**config.mk**
```make
export PLATFORM = sky130hd
export DESIGN_NAME = niosii_system_sysid_check_flat
export DESIGN_NICKNAME = d
export VERILOG_FILES = /design/src/rtl/niosii_system_sysid_check_if.sv /design/src/rtl/niosii_system_sysid_check.sv /design/src/flat_wrapper.sv
export SDC_FILE = /design/constraint.sdc
export NUM_CORES = 1
export LEC_CHECK = 0
export BUFFER_PORTS_ARGS = -buffer_cell sky130_fd_sc_hd__buf_2
export CAP_MARGIN = 20
export CORE_MARGIN = 2
export CORE_UTILIZATION = 40
export CTS_CLUSTER_DIAMETER = 30
export DETAILED_ROUTE_END_ITERATION = 10
export GPL_TIMING_DRIVEN = 0
export HOLD_SLACK_MARGIN = 0.06
export PLACE_DENSITY = 0.61
export REMOVE_ABC_BUFFERS = 1
export SKIP_CTS_REPAIR_TIMING = 1
export SLEW_MARGIN = 20
export SYNTH_ARGS = -nofsm -noshare
export SYNTH_HDL_FRONTEND = slang
export SYNTH_SLANG_ARGS = --single-unit
```
**constraint.sdc**
```tcl
create_clock -name clock -period 2.5 [get_ports clock]
set_input_delay 0.5 -clock clock [delete_from_list [all_inputs] [get_ports clock]]
set_output_delay 0.5 -clock clock [all_outputs]
set_load 0.03 [all_outputs]
```
**src/rtl/niosii_system_sysid_check_if.sv**
```systemverilog
// Avalon-MM read-only link between the sysid checker (master) and the
// system ID peripheral (slave).
interface niosii_system_sysid_check_if;
    logic        avm_address;
    logic        avm_read;
    logic        avm_waitrequest;
    logic [31:0] avm_readdata;
    logic        avm_readdatavalid;

    modport master (
        output avm_address,
        output avm_read,
        input  avm_waitrequest,
        input  avm_readdata,
        input  avm_readdatavalid
    );

    modport slave (
        input  avm_address,
        input  avm_read,
        output avm_waitrequest,
        output avm_readdata,
        output avm_readdatavalid
    );
endinterface

```
**src/rtl/niosii_system_sysid_check.sv**
```systemverilog
// Reads the sysid ID and timestamp words once per start and flags whether they
// match the values this bitstream was built with; each transfer is time-bounded.
module niosii_system_sysid_check #(
    parameter logic [31:0] EXPECTED_ID        = 32'd0,
    parameter logic [31:0] EXPECTED_TIMESTAMP = 32'd1487538347,
    parameter int unsigned TIMEOUT_CYCLES     = 255
) (
    input  logic                                clock,
    input  logic                                reset_n,
    input  logic                                start,
    niosii_system_sysid_check_if.master         avm,
    output logic                                busy,
    output logic                                done,
    output logic                                id_ok,
    output logic                                ts_ok,
    output logic                                timeout_err,
    output logic [31:0]                         captured_id,
    output logic [31:0]                         captured_ts
);
    typedef enum logic [2:0] {
        IDLE,
        REQ_ID,
        WAIT_ID,
        REQ_TS,
        WAIT_TS,
        FINISH
    } state_t;

    // Counter value seen in the last cycle a transfer is still allowed to complete.
    localparam logic [15:0] LAST_COUNT = 16'(TIMEOUT_CYCLES - 1);

    state_t      state_reg;
    logic [15:0] count_reg;
    logic        avm_read_reg;
    logic        avm_address_reg;
    logic        busy_reg;
    logic        done_reg;
    logic        id_ok_reg;
    logic        ts_ok_reg;
    logic        timeout_err_reg;
    logic [31:0] captured_id_reg;
    logic [31:0] captured_ts_reg;

    logic in_req;
    logic ts_phase;
    logic resp_valid;
    logic timed_out;

    assign in_req   = (state_reg == REQ_ID) || (state_reg == REQ_TS);
    assign ts_phase = (state_reg == REQ_TS) || (state_reg == WAIT_TS);
    // A response counts in REQ only together with its accept; earlier strobes are strays.
    assign resp_valid = avm.avm_readdatavalid && (!in_req || !avm.avm_waitrequest);
    assign timed_out  = (count_reg == LAST_COUNT);

    always_ff @(posedge clock or negedge reset_n) begin
        if (!reset_n) begin
            state_reg       <= IDLE;
            count_reg       <= '0;
            avm_read_reg    <= 1'b0;
            avm_address_reg <= 1'b0;
            busy_reg        <= 1'b0;
            done_reg        <= 1'b0;
            id_ok_reg       <= 1'b0;
            ts_ok_reg       <= 1'b0;
            timeout_err_reg <= 1'b0;
            captured_id_reg <= '0;
            captured_ts_reg <= '0;
        end else begin
            done_reg <= 1'b0;
            case (state_reg)
                IDLE: begin
                    count_reg <= '0;
                    if (start) begin
                        id_ok_reg       <= 1'b0;
                        ts_ok_reg       <= 1'b0;
                        timeout_err_reg <= 1'b0;
                        captured_id_reg <= '0;
                        captured_ts_reg <= '0;
                        avm_read_reg    <= 1'b1;
                        avm_address_reg <= 1'b0;
                        busy_reg        <= 1'b1;
                        state_reg       <= REQ_ID;
                    end
                end
                REQ_ID, WAIT_ID, REQ_TS, WAIT_TS: begin
                    if (resp_valid) begin
                        if (ts_phase) begin
                            captured_ts_reg <= avm.avm_readdata;
                            ts_ok_reg       <= (avm.avm_readdata == EXPECTED_TIMESTAMP);
                            avm_read_reg    <= 1'b0;
                            busy_reg        <= 1'b0;
                            done_reg        <= 1'b1;
                            state_reg       <= FINISH;
                        end else begin
                            captured_id_reg <= avm.avm_readdata;
                            id_ok_reg       <= (avm.avm_readdata == EXPECTED_ID);
                            avm_read_reg    <= 1'b1;
                            avm_address_reg <= 1'b1;
                            count_reg       <= '0;
                            state_reg       <= REQ_TS;
                        end
                    end else if (timed_out) begin
                        // Abandon the sequence: later reads are never issued.
                        timeout_err_reg <= 1'b1;
                        avm_read_reg    <= 1'b0;
                        busy_reg        <= 1'b0;
                        done_reg        <= 1'b1;
                        state_reg       <= FINISH;
                    end else begin
                        count_reg <= count_reg + 16'd1;
                        if (in_req && !avm.avm_waitrequest) begin
                            avm_read_reg <= 1'b0;
                            state_reg    <= ts_phase ? WAIT_TS : WAIT_ID;
                        end
                    end
                end
                FINISH: begin
                    state_reg <= IDLE;
                end
                default: begin
                    state_reg <= IDLE;
                end
            endcase
        end
    end

    assign avm.avm_read    = avm_read_reg;
    assign avm.avm_address = avm_address_reg;
    assign busy            = busy_reg;
    assign done            = done_reg;
    assign id_ok           = id_ok_reg;
    assign ts_ok           = ts_ok_reg;
    assign timeout_err     = timeout_err_reg;
    assign captured_id     = captured_id_reg;
    assign captured_ts     = captured_ts_reg;
endmodule
```
**src/flat_wrapper.sv**
```systemverilog
// flat-port wrapper written by rule: the top's interface ports become plain ports
module niosii_system_sysid_check_flat 
#(
    parameter logic [31:0] EXPECTED_ID        = 32'd0,
    parameter logic [31:0] EXPECTED_TIMESTAMP = 32'd1487538347,
    parameter int unsigned TIMEOUT_CYCLES     = 255
)
  (clock, reset_n, start, busy, done, id_ok, ts_ok, timeout_err, captured_id, captured_ts, avm_avm_address, avm_avm_read, avm_avm_waitrequest, avm_avm_readdata, avm_avm_readdatavalid);
  niosii_system_sysid_check_if avm_i ();
  input  logic clock;
  input  logic reset_n;
  input  logic start;
  output logic busy;
  output logic done;
  output logic id_ok;
  output logic ts_ok;
  output logic timeout_err;
  output logic [31:0] captured_id;
  output logic [31:0] captured_ts;
  output wire logic [$bits(avm_i.avm_address)-1:0] avm_avm_address;
  output wire logic [$bits(avm_i.avm_read)-1:0] avm_avm_read;
  input wire logic [$bits(avm_i.avm_waitrequest)-1:0] avm_avm_waitrequest;
  input wire logic [$bits(avm_i.avm_readdata)-1:0] avm_avm_readdata;
  input wire logic [$bits(avm_i.avm_readdatavalid)-1:0] avm_avm_readdatavalid;
  assign avm_avm_address = avm_i.avm_address;
  assign avm_avm_read = avm_i.avm_read;
  assign avm_i.avm_waitrequest = avm_avm_waitrequest;
  assign avm_i.avm_readdata = avm_avm_readdata;
  assign avm_i.avm_readdatavalid = avm_avm_readdatavalid;
  niosii_system_sysid_check #(.EXPECTED_ID(EXPECTED_ID), .EXPECTED_TIMESTAMP(EXPECTED_TIMESTAMP), .TIMEOUT_CYCLES(TIMEOUT_CYCLES)) u_core (.clock(clock), .reset_n(reset_n), .start(start), .avm(avm_i), .busy(busy), .done(done), .id_ok(id_ok), .ts_ok(ts_ok), .timeout_err(timeout_err), .captured_id(captured_id), .captured_ts(captured_ts));
endmodule
```
=== Yosys cells after proc, flatten, opt, wreduce, memory -nomap -nowiden ===
Index checks and enable logic that the tools add are counted.

* Logic and storage cells: 92
* Register bits: 90

* Reductions and logical operators: 18
* Eq/ne operators: 17
* Add/subtract/negate cells: 1
* Muxes and demuxes: 45

{| class="wikitable"
|+ Operators with widths
! operator !! count
|-
| 2-to-1 mux 32 bit || 5
|-
| case mux 32 bit (2 select lines) || 2
|-
| 2-to-1 mux 16 bit || 3
|-
| equality test 32 x 31 -> 1 bit, second input constant || 1
|-
| zero test 32 bit || 1
|-
| case mux 16 bit (2 select lines) || 1
|-
| 2-to-1 mux 1 bit || 21
|-
| 2-to-1 mux 3 bit || 6
|-
| adder 16 x 1 -> 16 bit, second input constant || 1
|-
| equality test 16 x 8 -> 1 bit, second input constant || 1
|-
| AND reduction 4 bit || 4
|-
| case mux 1 bit (2 select lines) || 6
|-
| equality test 3 x 2 -> 1 bit, second input constant || 2
|-
| != test 2 x 1 -> 1 bit, second input constant || 3
|-
| != test 2 bit, second input constant || 3
|-
| != test 3 x 2 -> 1 bit, second input constant || 2
|-
| case mux 3 bit (2 select lines) || 1
|-
| AND reduction 3 bit || 2
|-
| != test 4 x 1 -> 1 bit, second input constant || 1
|-
| OR reduction 4 bit || 1
|-
| equality test 3 x 1 -> 1 bit, second input constant || 1
|-
| equality test 3 bit, second input constant || 1
|-
| zero test 3 bit || 1
|-
| logical OR 1 bit || 3
|-
| other kinds (6) || 8
|}

=== Longest topological paths before layout ===
* Word-level depth: 7
* Gate-level depth with buffers: 9
* Depth with buffers taken out: 7

=== Least setup slack after synthesis ===
OpenSTA, ideal clock, no wires.

* Path type: reg-to-reg
* From: register u_core.count_reg[0]
* To: register u_core.count_reg[9]
* Data arrival time: 1.835 ns
* Setup slack: 0.588 ns
* Cell stages (with the launch flop): 9
* Cells stage by stage: dfrtp_1 > inv_1 > ha_1 > nor4b_1 > and4_4 > o22a_1 > buf_6 > or4_1 > o21ai_1

* Cells in the longest elaborated chain, start to end: 4
* Elaborated cells between the ends (all ways): 7
* Those cells by class: add/sub (1); eq/ne (2); mux (3); reduce/logical (1)

{| class="wikitable"
|+ RTL lines
! what !! RTL line !! source
|-
| start: declaration || niosii_system_sysid_check.sv:33 || <nowiki>logic [15:0] count_reg;</nowiki>
|-
| start signal: assignment || niosii_system_sysid_check.sv:110 || <nowiki>count_reg <= count_reg + 16'd1;</nowiki>
|-
| adder 16 x 1 -> 16 bit || niosii_system_sysid_check.sv:110 ||
|-
| 2-to-1 mux 16 bit || niosii_system_sysid_check.sv:102 || <nowiki>end else if (timed_out) begin</nowiki>
|-
| 2-to-1 mux 16 bit || niosii_system_sysid_check.sv:86 || <nowiki>if (resp_valid) begin</nowiki>
|-
| case mux 16 bit (2 select lines) || niosii_system_sysid_check.sv:70 || <nowiki>case (state_reg)</nowiki>
|}

Several ways; a longest one is shown, not always the timed one. The select of a mux whose other input is x is not followed.
A chain may end at the register's enable or synchronous reset.

=== Final worst setup path ===
* From: register u_core.state_reg[0]
* To: register u_core.count_reg[9]

* Cells in the longest elaborated chain, start to end: 7
* Elaborated cells between the ends (all ways): 17
* Those cells by class: eq/ne (6); mux (2); reduce/logical (9)

{| class="wikitable"
|+ RTL lines
! what !! RTL line !! source
|-
| start: declaration || niosii_system_sysid_check.sv:32 || <nowiki>state_t state_reg;</nowiki>
|-
| start signal: assignment || niosii_system_sysid_check.sv:113 || <nowiki>state_reg <= ts_phase ? WAIT_TS : WAIT_ID;</nowiki>
|-
| equality test 3 x 1 -> 1 bit or equality test 3 x 2 -> 1 bit (tied branches) || niosii_system_sysid_check.sv:49, niosii_system_sysid_check.sv:70, niosii_system_sysid_check.sv:50 ||
|-
| logical OR 1 bit || niosii_system_sysid_check.sv:49 || <nowiki>assign in_req = (state_reg == REQ_ID) || (state_reg == REQ_TS);</nowiki>
|-
| zero test 1 bit || niosii_system_sysid_check.sv:52 || <nowiki>assign resp_valid = avm.avm_readdatavalid && (!in_req || !avm.avm_waitrequest);</nowiki>
|-
| logical OR 1 bit || niosii_system_sysid_check.sv:52 ||
|-
| logical AND 1 bit || niosii_system_sysid_check.sv:52 ||
|-
| != test 3 bit (no line) (tied with other cells) || n/a ||
|-
| AND reduction 3 bit (no line) or case mux 16 bit (2 select lines) (tied branches) || n/a ||
|}

Several ways; a longest one is shown, not always the timed one.

==> summary.txt <==
Drt
  – Wire per inst: 15.9 um
  – Post-DRT Antenna Nets: 0
  – Initial drt markers: 256
  – Via Count: approximately 3.5k
  – Detailed Routing Iterations Pass 1: 4
  – Drt drc: 0
  – Vias per cell: 5.40
  – DRT Wirelength: 10300 um

Global routing
  – Total grt overflow: 0
  – Largest net degree at the start of global routing: 76
  – Total GRT Usage: 0.195
  – Initial antenna violation count: 0
  – Vias in the first global route: 3257
  – Wire length of the first global-routing pass: around 17000 um

Die
  – Area of the die: between 10000 and 15000 um^2
  – Initial Util: 0.411
  – Core Footprint: 9730 um^2
  – Number of cell rows: 36
  – IO Pins: between 100 and 150
  – Die W: approximately 100 um
  – Chip height: 104 um

STA
  – Final period util: 0.913
  – Worst slew pin tran: between 0.7 and 0.8 ns
  – Setup violations, final: 0
  – Final min period: roughly 2.3 ns
  – Fin. max-slew vios: 0
  – FMAX: between 400 and 500 MHz
  – RSZ-0062 raised after global routing: false
  – Setup TNS: 0 ns
  – Slew margin rel.: 0.492
  – Fin. Hold Viols: 0
  – Final Skew: 0.00759 ns

Critical path
  – CP max FO: 13
  – Crit-path slowest cell: dfrtp_1
  – Family with the most delay on the worst path: simple AND/OR/NAND/NOR gates
  – CP arrival: 2.56 ns
  – Crit-path cells: o21a_1 > o21a_2 > or2_1 > or4_1 > o21ai_1
  – Critical Path RT: approximately 2.8 ns
  – Worst path buffer plus inverter count: 0
  – CP Class: flop to flop
  – Crit start category: flop
  – Reg2Reg Setup Slack: 0.22 ns
  – Crit end category: flop
  – Worst path max stage delay: 0.54 ns

Layout
  – Commonest non-fill, non-tap cell in the layout: buf_2
  – Final net count: around 540
  – Commonest non-fill, non-tap cells in the layout: buf_2, dfrtp_1, nand2_1
  – Diode count: 0
  – Fillcell total: slightly below 900
  – Area growth syn-to-layout: 24.9%
  – Core Util, Final: 0.513
  – Share of cells above drive strength 1: 0.278

Power
  – Power Density: around 1300 nW/um^2
  – Static Leak: 2.44 nW
  – Max VDD drop: 0.432 mV

Clock tree
  – TritonCTS Buffers: 9
  – Clock Tree Buf Depth: 2
  – Worst-Skew Late Latency: about 0.36 ns
  – CTS tree: yes
  – Clock Root Buffer: clkbuf_8
  – CTS H-tree depth: 3
  – CTS sink cnt: 90
  – Worst-path clk slew: roughly 0.090 ns

Logic synthesis
  – #FFs+latches synth: 90
  – Post-synthesis cell count: ~410
  – Post-synth EDFFs: 0
  – Sequential area share after synthesis: 0.564
  – Distinct cells, synth: 43
  – Ys Warns: 0
  – Post-synthesis cell area: 4000 um^2
  – Async set or reset register ratio after synthesis: 1.00
  – Mean post-synth cell area: 9.86 um^2
  – Ys flop type: dfrtp_1

Status
  – Outcome: finished clean

Placement
  – Dpl hpwl: between 7000 and 8000 um
  – I/O Buffers: 107
  – Gpl congestion: between 0.8 and 0.9

Min path
  – Worst Hold Class: input pin to flop

Run
  – Max-Cap Viols: 0
==> power breakdown <==
part	internal (W)	total [W]	switching, W	leakage (nW)
logic	0.00108	0.00327	0.00220	1.15
registers	0.00196	0.00231	0.000345	1.18
clock network	0.000563	0.00108	0.000512	0.107
total	0.00360	0.00666	0.00305	2.44
==> cells by family after synthesis <==
family | synth area share
fa+ha+maj | 0.00626
simple gates | 0.188
compound gates | 0.198
buf+inv | 0.0376
xor+xnor | 0.00219
mux | 0.00501
flops | 0.564
==> metal layers <==
layer / routed length [um] / vias up / track usage / part of all wire
li1: - / 1660 / - / -
met1: 5030 / 1692 / 0.288 / 0.49
met2: 4550 / 104 / 0.283 / 0.44
met3: 429 / 18 / 0.0288 / 0.042
met4: 237 / 0 / 0.0878 / 0.023
met5: 0 / - / 0 / 0
==> path summary, 6_finish.rpt <==
check	from	end	depth (start not counted)
worst min-delay path	avm_avm_readdata[2]	u_core.captured_id[2]$_DFFE_PN0P_	2
worst max register to register	u_core.state_reg[0]$_DFFE_PN0P_	u_core.count_reg[9]$_DFFE_PN0P_	5
worst max-delay path	u_core.state_reg[0]$_DFFE_PN0P_	u_core.count_reg[9]$_DFFE_PN0P_	5
min in group asynchronous	reset_n	u_core.captured_id[17]$_DFFE_PN0P_	2
max in group asynchronous	reset_n	u_core.state_reg[1]$_DFFE_PN0P_	3
worst min register to register	u_core.ts_ok$_DFFE_PN0P_	u_core.ts_ok$_DFFE_PN0P_	2
==> layout make-up <==
type,count,area (um^2),area share
clock buffers,11,131,0.0263
clock inverters,5,78.8,0.0158
inverters,10,37.5,0.00752
multi-input cells,279,1640,0.329
flip-flops and latches,90,2250,0.452
well taps,133,166,0.0334
repair buffers,115,679,0.136
==> through the flow <==
step,total power (W),instance area [um^2],hold WS [ns],std cells,setup slack (ns)
floorplan,0.00440,3880,0.204,379,-0.768
global placement,0.00535,4580,0.454,619,-2.19
detailed placement,0.00561,4750,0.342,626,-0.166
CTS,0.00669,4960,-0.0563,642,-0.193
global route,0.00710,4990,0.384,643,0.0667
finish,0.00666,4990,0.388,643,0.217
==> cell usage after synthesis (all sizes together) (3+ instances only) <==
master,number,area share
nand3,6,0.0075
o21ai,53,0.066
nor4,11,0.017
clkbuf,19,0.018
or3,4,0.0063
dfrtp,90,0.56
nand2,80,0.075
nor3,13,0.016
or2,3,0.0047
a21oi,8,0.010
a21o,3,0.0056
a211oi,4,0.0075
inv,10,0.0094
nor2,12,0.013
nand2b,3,0.0047
a22o,32,0.070
o41ai,3,0.0066
nand4,11,0.017
o31ai,6,0.011
buf,7,0.010
==> worst reg2reg max path, stage by stage (launching register included) <==
cell	delay, ns
dfrtp_1	0.54
o21a_1	0.32
o21a_2	0.33
or2_1	0.41
or4_1	0.51
o21ai_1	0.09
Note: power is estimated with default switching activity, not from simulation.
